### src/rtl/fft_ctrl_if.sv
// Handshake and address bus between the FFT sequencer and its environment.
// The slave modport is the sequencer side; the master modport drives start, size and ready.
interface fft_ctrl_if #(
  parameter int ADDR_W = 5
);
  logic              start;
  logic [ADDR_W:0]   fft_size;
  logic              cfg_err;
  logic              busy;
  logic              done;
  logic [2:0]        stage;
  logic              bf_valid;
  logic              bf_ready;
  logic [ADDR_W-1:0] addr_a;
  logic [ADDR_W-1:0] addr_b;
  logic [ADDR_W-2:0] tw_addr;
  logic              wb_valid;
  logic [ADDR_W-1:0] wb_addr_a;
  logic [ADDR_W-1:0] wb_addr_b;

  modport master (
    output start, fft_size, bf_ready,
    input  cfg_err, busy, done, stage, bf_valid, addr_a, addr_b, tw_addr,
           wb_valid, wb_addr_a, wb_addr_b
  );

  modport slave (
    input  start, fft_size, bf_ready,
    output cfg_err, busy, done, stage, bf_valid, addr_a, addr_b, tw_addr,
           wb_valid, wb_addr_a, wb_addr_b
  );
endinterface

### src/rtl/fft_ctrl.sv
// In-place radix-2 DIT FFT sequencer: issues butterfly address pairs and twiddle indices
// stage by stage, and drains the butterfly pipeline between stages.
module fft_ctrl #(
  parameter int ADDR_W = 5,
  parameter int BF_LAT = 3
) (
  input  logic       clk,
  input  logic       rst_n,
  fft_ctrl_if.slave  bus
);
  localparam int JW = ADDR_W - 1;
  localparam int DW = (BF_LAT > 1) ? $clog2(BF_LAT) : 1;
  localparam int LW = 2 * ADDR_W + 1;

  typedef enum logic [1:0] {IDLE, RUN, DRAIN, DONE} state_t;

  state_t          state_reg, state_next;
  logic [2:0]      log_reg, log_next;
  logic [2:0]      stage_reg, stage_next;
  logic [JW-1:0]   j_reg, j_next;
  logic [DW-1:0]   drain_reg, drain_next;
  logic            cfg_err_reg, cfg_err_next;
  logic [LW-1:0]   dl_reg [BF_LAT];

  logic              size_legal;
  logic [2:0]        size_log;
  logic              run;
  logic              hs;
  logic              j_last;
  logic [ADDR_W-1:0] n_half;
  logic [ADDR_W-1:0] half, pos, grp, a_raw, b_raw;
  logic [ADDR_W-2:0] tw_raw;

  always_comb begin
    size_log = '0;
    for (int i = 0; i <= ADDR_W; i++) begin
      if (bus.fft_size[i]) size_log = 3'(i);
    end
  end

  // One-hot test plus the N >= 4 floor (bits 0 and 1 must be clear).
  assign size_legal = (bus.fft_size != '0) &&
                      ((bus.fft_size & (bus.fft_size - (ADDR_W+1)'(1))) == '0) &&
                      (bus.fft_size[1:0] == 2'b00);

  assign run    = (state_reg == RUN);
  assign hs     = run & bus.bf_ready;
  assign n_half = ADDR_W'(1) << (log_reg - 3'd1);
  assign j_last = ({1'b0, j_reg} == (n_half - ADDR_W'(1)));

  assign half   = ADDR_W'(1) << stage_reg;
  assign pos    = {1'b0, j_reg} & (half - ADDR_W'(1));
  assign grp    = {1'b0, j_reg} >> stage_reg;
  assign a_raw  = (grp << (stage_reg + 3'd1)) | pos;
  assign b_raw  = a_raw + half;
  // Shifting by the maximum-size exponent keeps the twiddle index independent of N.
  assign tw_raw = JW'(pos << (3'(ADDR_W - 1) - stage_reg));

  always_comb begin
    state_next   = state_reg;
    log_next     = log_reg;
    stage_next   = stage_reg;
    j_next       = j_reg;
    drain_next   = drain_reg;
    cfg_err_next = 1'b0;
    case (state_reg)
      IDLE: begin
        if (bus.start) begin
          if (size_legal) begin
            state_next = RUN;
            log_next   = size_log;
            stage_next = '0;
            j_next     = '0;
          end else begin
            cfg_err_next = 1'b1;
          end
        end
      end
      RUN: begin
        if (hs) begin
          if (j_last) begin
            state_next = DRAIN;
            drain_next = DW'(BF_LAT - 1);
            j_next     = '0;
          end else begin
            j_next = j_reg + JW'(1);
          end
        end
      end
      DRAIN: begin
        if (drain_reg == '0) begin
          if (stage_reg == log_reg - 3'd1) begin
            state_next = DONE;
          end else begin
            stage_next = stage_reg + 3'd1;
            state_next = RUN;
          end
        end else begin
          drain_next = drain_reg - DW'(1);
        end
      end
      DONE:    state_next = IDLE;
      default: state_next = IDLE;
    endcase
  end

  always_ff @(posedge clk) begin
    if (!rst_n) begin
      state_reg   <= IDLE;
      log_reg     <= '0;
      stage_reg   <= '0;
      j_reg       <= '0;
      drain_reg   <= '0;
      cfg_err_reg <= 1'b0;
    end else begin
      state_reg   <= state_next;
      log_reg     <= log_next;
      stage_reg   <= stage_next;
      j_reg       <= j_next;
      drain_reg   <= drain_next;
      cfg_err_reg <= cfg_err_next;
    end
  end

  // Write-back delay line never stalls; it only mirrors the butterfly pipeline depth.
  always_ff @(posedge clk) begin
    if (!rst_n) begin
      for (int i = 0; i < BF_LAT; i++) dl_reg[i] <= '0;
    end else begin
      dl_reg[0] <= {hs, a_raw, b_raw};
      for (int i = 1; i < BF_LAT; i++) dl_reg[i] <= dl_reg[i-1];
    end
  end

  assign bus.cfg_err  = cfg_err_reg;
  assign bus.busy     = (state_reg != IDLE);
  assign bus.done     = (state_reg == DONE);
  assign bus.stage    = stage_reg;
  assign bus.bf_valid = run;
  assign bus.addr_a   = run ? a_raw  : '0;
  assign bus.addr_b   = run ? b_raw  : '0;
  assign bus.tw_addr  = run ? tw_raw : '0;
  assign {bus.wb_valid, bus.wb_addr_a, bus.wb_addr_b} = dl_reg[BF_LAT-1];
endmodule

### src/flat_wrapper.sv
// flat-port wrapper written by rule: the top's interface ports become plain ports
module fft_ctrl_flat 
#(
  parameter int ADDR_W = 5,
  parameter int BF_LAT = 3
)
  (clk, rst_n, bus_start, bus_fft_size, bus_bf_ready, bus_cfg_err, bus_busy, bus_done, bus_stage, bus_bf_valid, bus_addr_a, bus_addr_b, bus_tw_addr, bus_wb_valid, bus_wb_addr_a, bus_wb_addr_b);
  fft_ctrl_if #(.ADDR_W(ADDR_W)) bus_i ();
  input  logic clk;
  input  logic rst_n;
  input wire logic [$bits(bus_i.start)-1:0] bus_start;
  input wire logic [$bits(bus_i.fft_size)-1:0] bus_fft_size;
  input wire logic [$bits(bus_i.bf_ready)-1:0] bus_bf_ready;
  output wire logic [$bits(bus_i.cfg_err)-1:0] bus_cfg_err;
  output wire logic [$bits(bus_i.busy)-1:0] bus_busy;
  output wire logic [$bits(bus_i.done)-1:0] bus_done;
  output wire logic [$bits(bus_i.stage)-1:0] bus_stage;
  output wire logic [$bits(bus_i.bf_valid)-1:0] bus_bf_valid;
  output wire logic [$bits(bus_i.addr_a)-1:0] bus_addr_a;
  output wire logic [$bits(bus_i.addr_b)-1:0] bus_addr_b;
  output wire logic [$bits(bus_i.tw_addr)-1:0] bus_tw_addr;
  output wire logic [$bits(bus_i.wb_valid)-1:0] bus_wb_valid;
  output wire logic [$bits(bus_i.wb_addr_a)-1:0] bus_wb_addr_a;
  output wire logic [$bits(bus_i.wb_addr_b)-1:0] bus_wb_addr_b;
  assign bus_i.start = bus_start;
  assign bus_i.fft_size = bus_fft_size;
  assign bus_i.bf_ready = bus_bf_ready;
  assign bus_cfg_err = bus_i.cfg_err;
  assign bus_busy = bus_i.busy;
  assign bus_done = bus_i.done;
  assign bus_stage = bus_i.stage;
  assign bus_bf_valid = bus_i.bf_valid;
  assign bus_addr_a = bus_i.addr_a;
  assign bus_addr_b = bus_i.addr_b;
  assign bus_tw_addr = bus_i.tw_addr;
  assign bus_wb_valid = bus_i.wb_valid;
  assign bus_wb_addr_a = bus_i.wb_addr_a;
  assign bus_wb_addr_b = bus_i.wb_addr_b;
  fft_ctrl #(.ADDR_W(ADDR_W), .BF_LAT(BF_LAT)) u_core (.clk(clk), .rst_n(rst_n), .bus(bus_i));
endmodule
### config.mk
export PLATFORM = sky130hd
export DESIGN_NAME = fft_ctrl_flat
export DESIGN_NICKNAME = d
export VERILOG_FILES = /design/src/rtl/fft_ctrl_if.sv /design/src/rtl/fft_ctrl.sv /design/src/flat_wrapper.sv
export SDC_FILE = /design/constraint.sdc
export NUM_CORES = 1
export LEC_CHECK = 0
export ABC_AREA = 1
export CORE_MARGIN = 10
export CORE_UTILIZATION = 40
export DETAILED_ROUTE_END_ITERATION = 10
export GPL_ROUTABILITY_DRIVEN = 0
export PLACE_DENSITY = 0.66
export SETUP_SLACK_MARGIN = 0.5
export SYNTH_ARGS = -nofsm -noshare
export SYNTH_HDL_FRONTEND = slang
export SYNTH_SLANG_ARGS = --single-unit
### constraint.sdc
create_clock -name clk -period 5 [get_ports clk]
set_input_delay 1 -clock clk [delete_from_list [all_inputs] [get_ports clk]]
set_output_delay 1 -clock clk [all_outputs]
set_load 0.005 [all_outputs]
Word level (Yosys, flattened, before mapping)
Memory sizes are Yosys's and may differ from the RTL's.
Cells that the tools add are included.
W data, S select, Z words.
{"block": "totals", "mem_count": 1, "output_inout_bits": 32, "input_bits": 10, "regBits": 15, "ram_bits": 33}
{"block": "classes", "n_eq_ne": 12, "n_mux": 33, "addsub": 9, "n_reduce_logical": 17, "bitwise": 7, "shifts": 5}
{"memory": "u_core.dl_reg", "depth": 3, "word_bits": 11, "read_ports": 3, "rd_ports_with_merged_regs": 0, "write_ports": 3, "line_no": "fft_ctrl.sv:23", "text": "logic [LW-1:0] dl_reg [BF_LAT];"}
{"operator": "$mux W11", "count": 3}
{"operator": "$mux W4", "count": 5}
{"operator": "$mux W2", "count": 9}
{"operator": "$mux W3", "count": 6}
{"operator": "$mux W5", "count": 2}
{"operator": "$ne A2 B2 Y1 const B", "count": 5}
{"operator": "$reduce_and A5 Y1", "count": 2}
{"operator": "$shl A1 B3 Y5 const A", "count": 2}
{"operator": "$sub A5 B1 Y5 const B", "count": 2}
{"operator": "$pmux W2 S4", "count": 1}
{"operator": "$pmux W4 S2", "count": 1}
{"operator": "$reduce_and A4 Y1", "count": 2}
{"operator": "$reduce_bool A2 Y1", "count": 4}
{"operator": "$and A6 B6 Y6", "count": 1}
{"operator": "$logic_not A2 Y1", "count": 3}
{"operator": "$logic_not A6 Y1", "count": 1}
{"operator": "$pmux W3 S2", "count": 1}
{"operator": "$reduce_and A3 Y1", "count": 2}
{"operator": "$reduce_bool A6 Y1", "count": 1}
{"operator": "$sub A6 B1 Y6 const B", "count": 1}
{"operator": "$add A5 B5 Y5", "count": 1}
{"operator": "$and A4 B5 Y5", "count": 1}
{"operator": "$eq A4 B5 Y1", "count": 1}
{"operator": "$or A5 B5 Y5", "count": 1}
{"operator": "other kinds (17)", "count": 25}

Depth between registers and ports, before layout
{"block": "depth", "ltp_word": 8, "mapped_depth": 20, "depth_no_buf": 19}

Least setup slack after synthesis
Ideal clock, no wire load.
{"block": "synth_path", "path_kind": "register to output", "startpoint": "reg u_core.stage_reg[0], in the netlist u_core.bus.stage[0]", "endpoint": "out bus_addr_b[4]", "slack_ns": 1.228, "required_ns": 4.000, "t_arrival_ns": 2.772, "path_stages_with_launch": 20, "cell_sequence": "dfxtp_1 inv_1 buf_2 ha_1 ha_1 inv_1 ha_1 nand2_1 nand2_1 o21ai_0 a21oi_1 inv_1 ha_1 nand3_1 nand2_1 xor2_1 inv_1 nand4_1 nand2_1 nor2_1"}
{"block": "synth_between", "elab_chain_cells": 6, "word_cells_on_any_way": 9}
{"element": "start: declaration", "line_no": "fft_ctrl.sv:19", "text": "logic [2:0] stage_reg, stage_next;"}
{"element": "start signal: assignment", "line_no": "fft_ctrl.sv:118", "text": "stage_reg <= stage_next;"}
{"element": "$shl A1 B3 Y5", "line_no": "fft_ctrl.sv:51", "text": "assign half = ADDR_W'(1) << stage_reg;"}
{"element": "$sub A5 B1 Y5", "line_no": "fft_ctrl.sv:52", "text": "assign pos = {1'b0, j_reg} & (half - ADDR_W'(1));"}
{"element": "$and A4 B5 Y5", "line_no": "fft_ctrl.sv:52"}
{"element": "$or A5 B5 Y5 *", "line_no": "fft_ctrl.sv:54", "text": "assign a_raw = (grp << (stage_reg + 3'd1)) | pos;"}
{"element": "via u_core.a_raw[2]", "line_no": "fft_ctrl.sv:31", "text": "logic [ADDR_W-1:0] half, pos, grp, a_raw, b_raw;"}
{"element": "$add A5 B5 Y5 *", "line_no": "fft_ctrl.sv:55", "text": "assign b_raw = a_raw + half;"}
{"element": "$mux W5 *", "line_no": "fft_ctrl.sv:141", "text": "assign bus.addr_b = run ? b_raw : '0;"}
{"element": "end: declaration", "line_no": "flat_wrapper.sv:20", "text": "output wire logic [$bits(bus_i.addr_b)-1:0] bus_addr_b;"}
Mark *: on every way through the listed nets, which the timed path passes. The rest lies on a longest branch.

Final worst setup path
Ends and elaborated chain as after synthesis.

==> results.txt <==
Vias in the first global route - 2,296
Hold Buf Count CTS - 0
Vias/cell - 4.667
Post-Synthesis Cells - 396
Pin count of the biggest net entering global routing - 32
Nets@finish - 461
Post-DR wirelength/cell - 11.87 µm
Total CTS buffers - 5
Die Area - 10,510 µm²
Syn_area_per_cell - 6.875 µm²
Final wirelength - 6066 µm
Dpl cell area - 3141 µm²
P_int - 0.0008878 W
Most frequent cells in the layout - 89 x nand2_1, 68 x inv_1, 46 x nor2_1, 46 x dfxtp_1, 39 x clkdlybuf4s50_1
Final hold viol count - 0
DP HPWL - 4609 µm
HP Start - u_core.dl_reg[0][17]
Ant diodes - 0
Mapped Nets - 427
Rows - 30
Final period util - 83.05%
Post-Syn Area - 2723 µm²
Crit path kind - register to output pin
Crit start category - register
LEAKAGE - 1.725 nW
Design area - 3358 µm²
Die H - 102.5 µm
FF-to-FF Start - u_core.bus.stage[0]
Fillers - 654
DRT Pass-1 Iters - 4
CTS tree - built
CTS max path bufs - 2
Synth Flop Type - dfxtp_1
R2r endpoint - u_core.dl_reg[0][4]
Initial Util - 40.52%
Status - finished clean
Core area - 6719 µm²
Crit path DAT - 3.15 ns
Overall die width - 102.5 µm
DR iter-0 viols - 128
Commonest non-fill, non-tap cell in the layout - nand2_1
Final Power - 0.001411 W
Slew headroom - 66.12%
Reg-to-reg slack, setup - 2.18 ns
IO Count - 42
P&R area growth vs syn - 23.35%
Critical Path End Type - output pin
Vias - 2,385
Synth Warn # - 0
Clock Power Share - 23.6%
Worst-Skew Late Latency - 0.30 ns
Setup Total Neg Slack - 0 ns
Reg2Reg Depth - 17
GRT Overall Usage - 12.06%
Min-Delay Path Class - register to register
Antenna-violating nets left - 0
Switching part of the total - 37.08%
VDD IR max - 204.7 µV
Root buf cell - clkbuf_8
Hold EP - u_core.dl_reg[0][28]
Max-Cap Viols - 0
Critical Path Fanout Max - 17
Synth cell types - 37
Finished Layout Cells - 511
Layout cells sized above 1 - 10.44%
DP Cell Count - 501
Count of input and output buffers - 41
#FFs+latches synth - 48
Pwr/cell area - 420.2 nW/µm²
Max FFs per register - 33
Worst-Margin Slew - 0.5077 ns
Clock slew at reported path FFs - 0.09 ns
Worst Hold Path Cells - 2
Final Skew - 0.004211 ns
Asr flop ratio synth - 0%
Drt drc - 0
Setup violators final - 0
First-pass GRT wire length - 10,340 µm
RSZ-0062 raised after global routing - no
Seq pwr share - 34.1%
Initial antenna violation count - 0
CTS H-Tree Depth - 2
Gate power share - 42.3%
Highest clock rate - 0.2408 GHz
Count of final max-slew check failures - 0
CP required - 4.00 ns
GR Overflow Total - 0
# clock sinks - 48
Post-synth EDFFs - 0
Post-layout min period - 4.153 ns
Psw - 0.0005232 W
Sequential share of the synthesized area - 35.29%
==> timing repair <==
item / 4_1_cts / 5_1_grt
hold endpoints to repair: 0 / 0
pin swaps: 0 / 3
buffers inserted: 1 / 1
resized for setup: 8 / 12
setup endpoints to repair: 2 / 2
==> cell usage after synthesis (2+ instances only) <==
library cell	count	area [µm²]
o21ai_2	2	17.52
nand2_1	90	337.8
buf_4	10	75.07
nor3_1	2	10.01
nor2_2	3	18.77
nand3_1	21	105.1
buf_2	2	10.01
ha_1	20	250.2
nand4_1	7	43.79
a211oi_1	2	15.01
a21oi_1	12	60.06
o21ai_0	12	60.06
inv_1	70	262.8
nor2_1	48	180.2
o21ai_1	6	30.03
a21oi_2	2	17.52
xor2_1	5	43.79
nand2_2	4	25.02
o211ai_1	2	15.01
o31ai_1	2	15.01
xnor2_1	3	26.28
inv_2	5	18.77
dfxtp_1	48	960.9
clkbuf_1	5	18.77
==> through the flow <==
stage,utilization [%],setup WS (ns),hold WS (ns)
after floorplan,-,1.228,0.3905
after global placement,46.74,0.7217,0.3922
after detailed placement,46.74,0.5585,0.3954
after CTS,49.16,0.5198,0.4134
after global routing,49.98,0.6089,0.4419
final,49.98,0.8475,0.4135
==> power by group through the flow <==
stage / Combinational, W / Clock [W] / Sequential, W
4_1_cts: 0.000571 / 0.000343 / 0.000479
2_1_floorplan: 0.000382 / 0 / 0.000485
3_5_place_dp: 0.000554 / 0 / 0.000486
3_3_place_gp: 0.000549 / 0 / 0.000486
6_report: 0.000597 / 0.000333 / 0.000481
5_1_grt: 0.000683 / 0.000355 / 0.000488
==> critical path, cell delays in order (launching register included) <==
cell,delay (ns)
dfxtp_2,0.35
buf_6,0.16
ha_1,0.20
ha_1,0.32
inv_2,0.08
nor2_4,0.13
inv_1,0.07
o31ai_2,0.25
nor2_2,0.09
inv_1,0.06
ha_1,0.25
a21oi_1,0.18
nand2_2,0.08
xor2_2,0.18
inv_1,0.05
nand4_1,0.09
nand2_1,0.10
nor2_1,0.04
dlymetal6s2s_1,0.16
==> worst max-delay path by stage <==
stage	from	end	slack, ns	cells past startpoint
4_1_cts	u_core.bus.stage[0]	bus_addr_b[4]	0.52	20
2_1_floorplan	u_core.bus.stage[0]	bus_addr_b[4]	1.23	19
3_5_place_dp	u_core.bus.stage[0]	bus_addr_b[4]	0.56	20
5_1_grt	u_core.bus.stage[0]	bus_addr_b[4]	0.61	18
3_3_place_gp	u_core.bus.stage[0]	bus_addr_b[4]	0.72	20
6_report	u_core.bus.stage[0]	bus_addr_b[4]	0.85	18
==> logic make-up (layout without fill, tap and decap cells) <==
| kind of cell | count (synthesis) | in the layout | share of synthesized area, % |
|---|---|---|---|
| adders and majority gates | 21 | 21 | 9.926 |
| DFF | 48 | 48 | 35.29 |
| buffers and inverters | 95 | 130 | 14.61 |
| AOI/OAI and AO/OA | 44 | 44 | 9.743 |
| and+or+nand+nor | 180 | 180 | 27.85 |
| xor gates and xnor gates | 8 | 8 | 2.574 |
==> final cells by class <==
| type | instances | area [µm²] | share of cell area, % |
|---|---|---|---|
| clock buffers | 5 | 68.82 | 2.049 |
| clock inverters | 3 | 68.82 | 2.049 |
| repair buffers | 45 | 449.2 | 13.38 |
| inverters | 77 | 295.3 | 8.793 |
| multi-input cells | 253 | 1410 | 41.99 |
| flip-flops and latches | 48 | 965.9 | 28.76 |
| well taps | 80 | 100.1 | 2.981 |
==> metal layers <==
| layer | global-route usage [%] | vias up | share of wire, % |
|---|---|---|---|
| li1 | - | 1277 | - |
| met2 | 20.85 | 50 | 47 |
| met4 | 3.688 | 0 | 1.2 |
| met5 | 0 | - | 0 |
| met3 | 2.614 | 7 | 5.7 |
| met1 | 14.54 | 1051 | 46 |
Power figures use the tool's default switching activity.
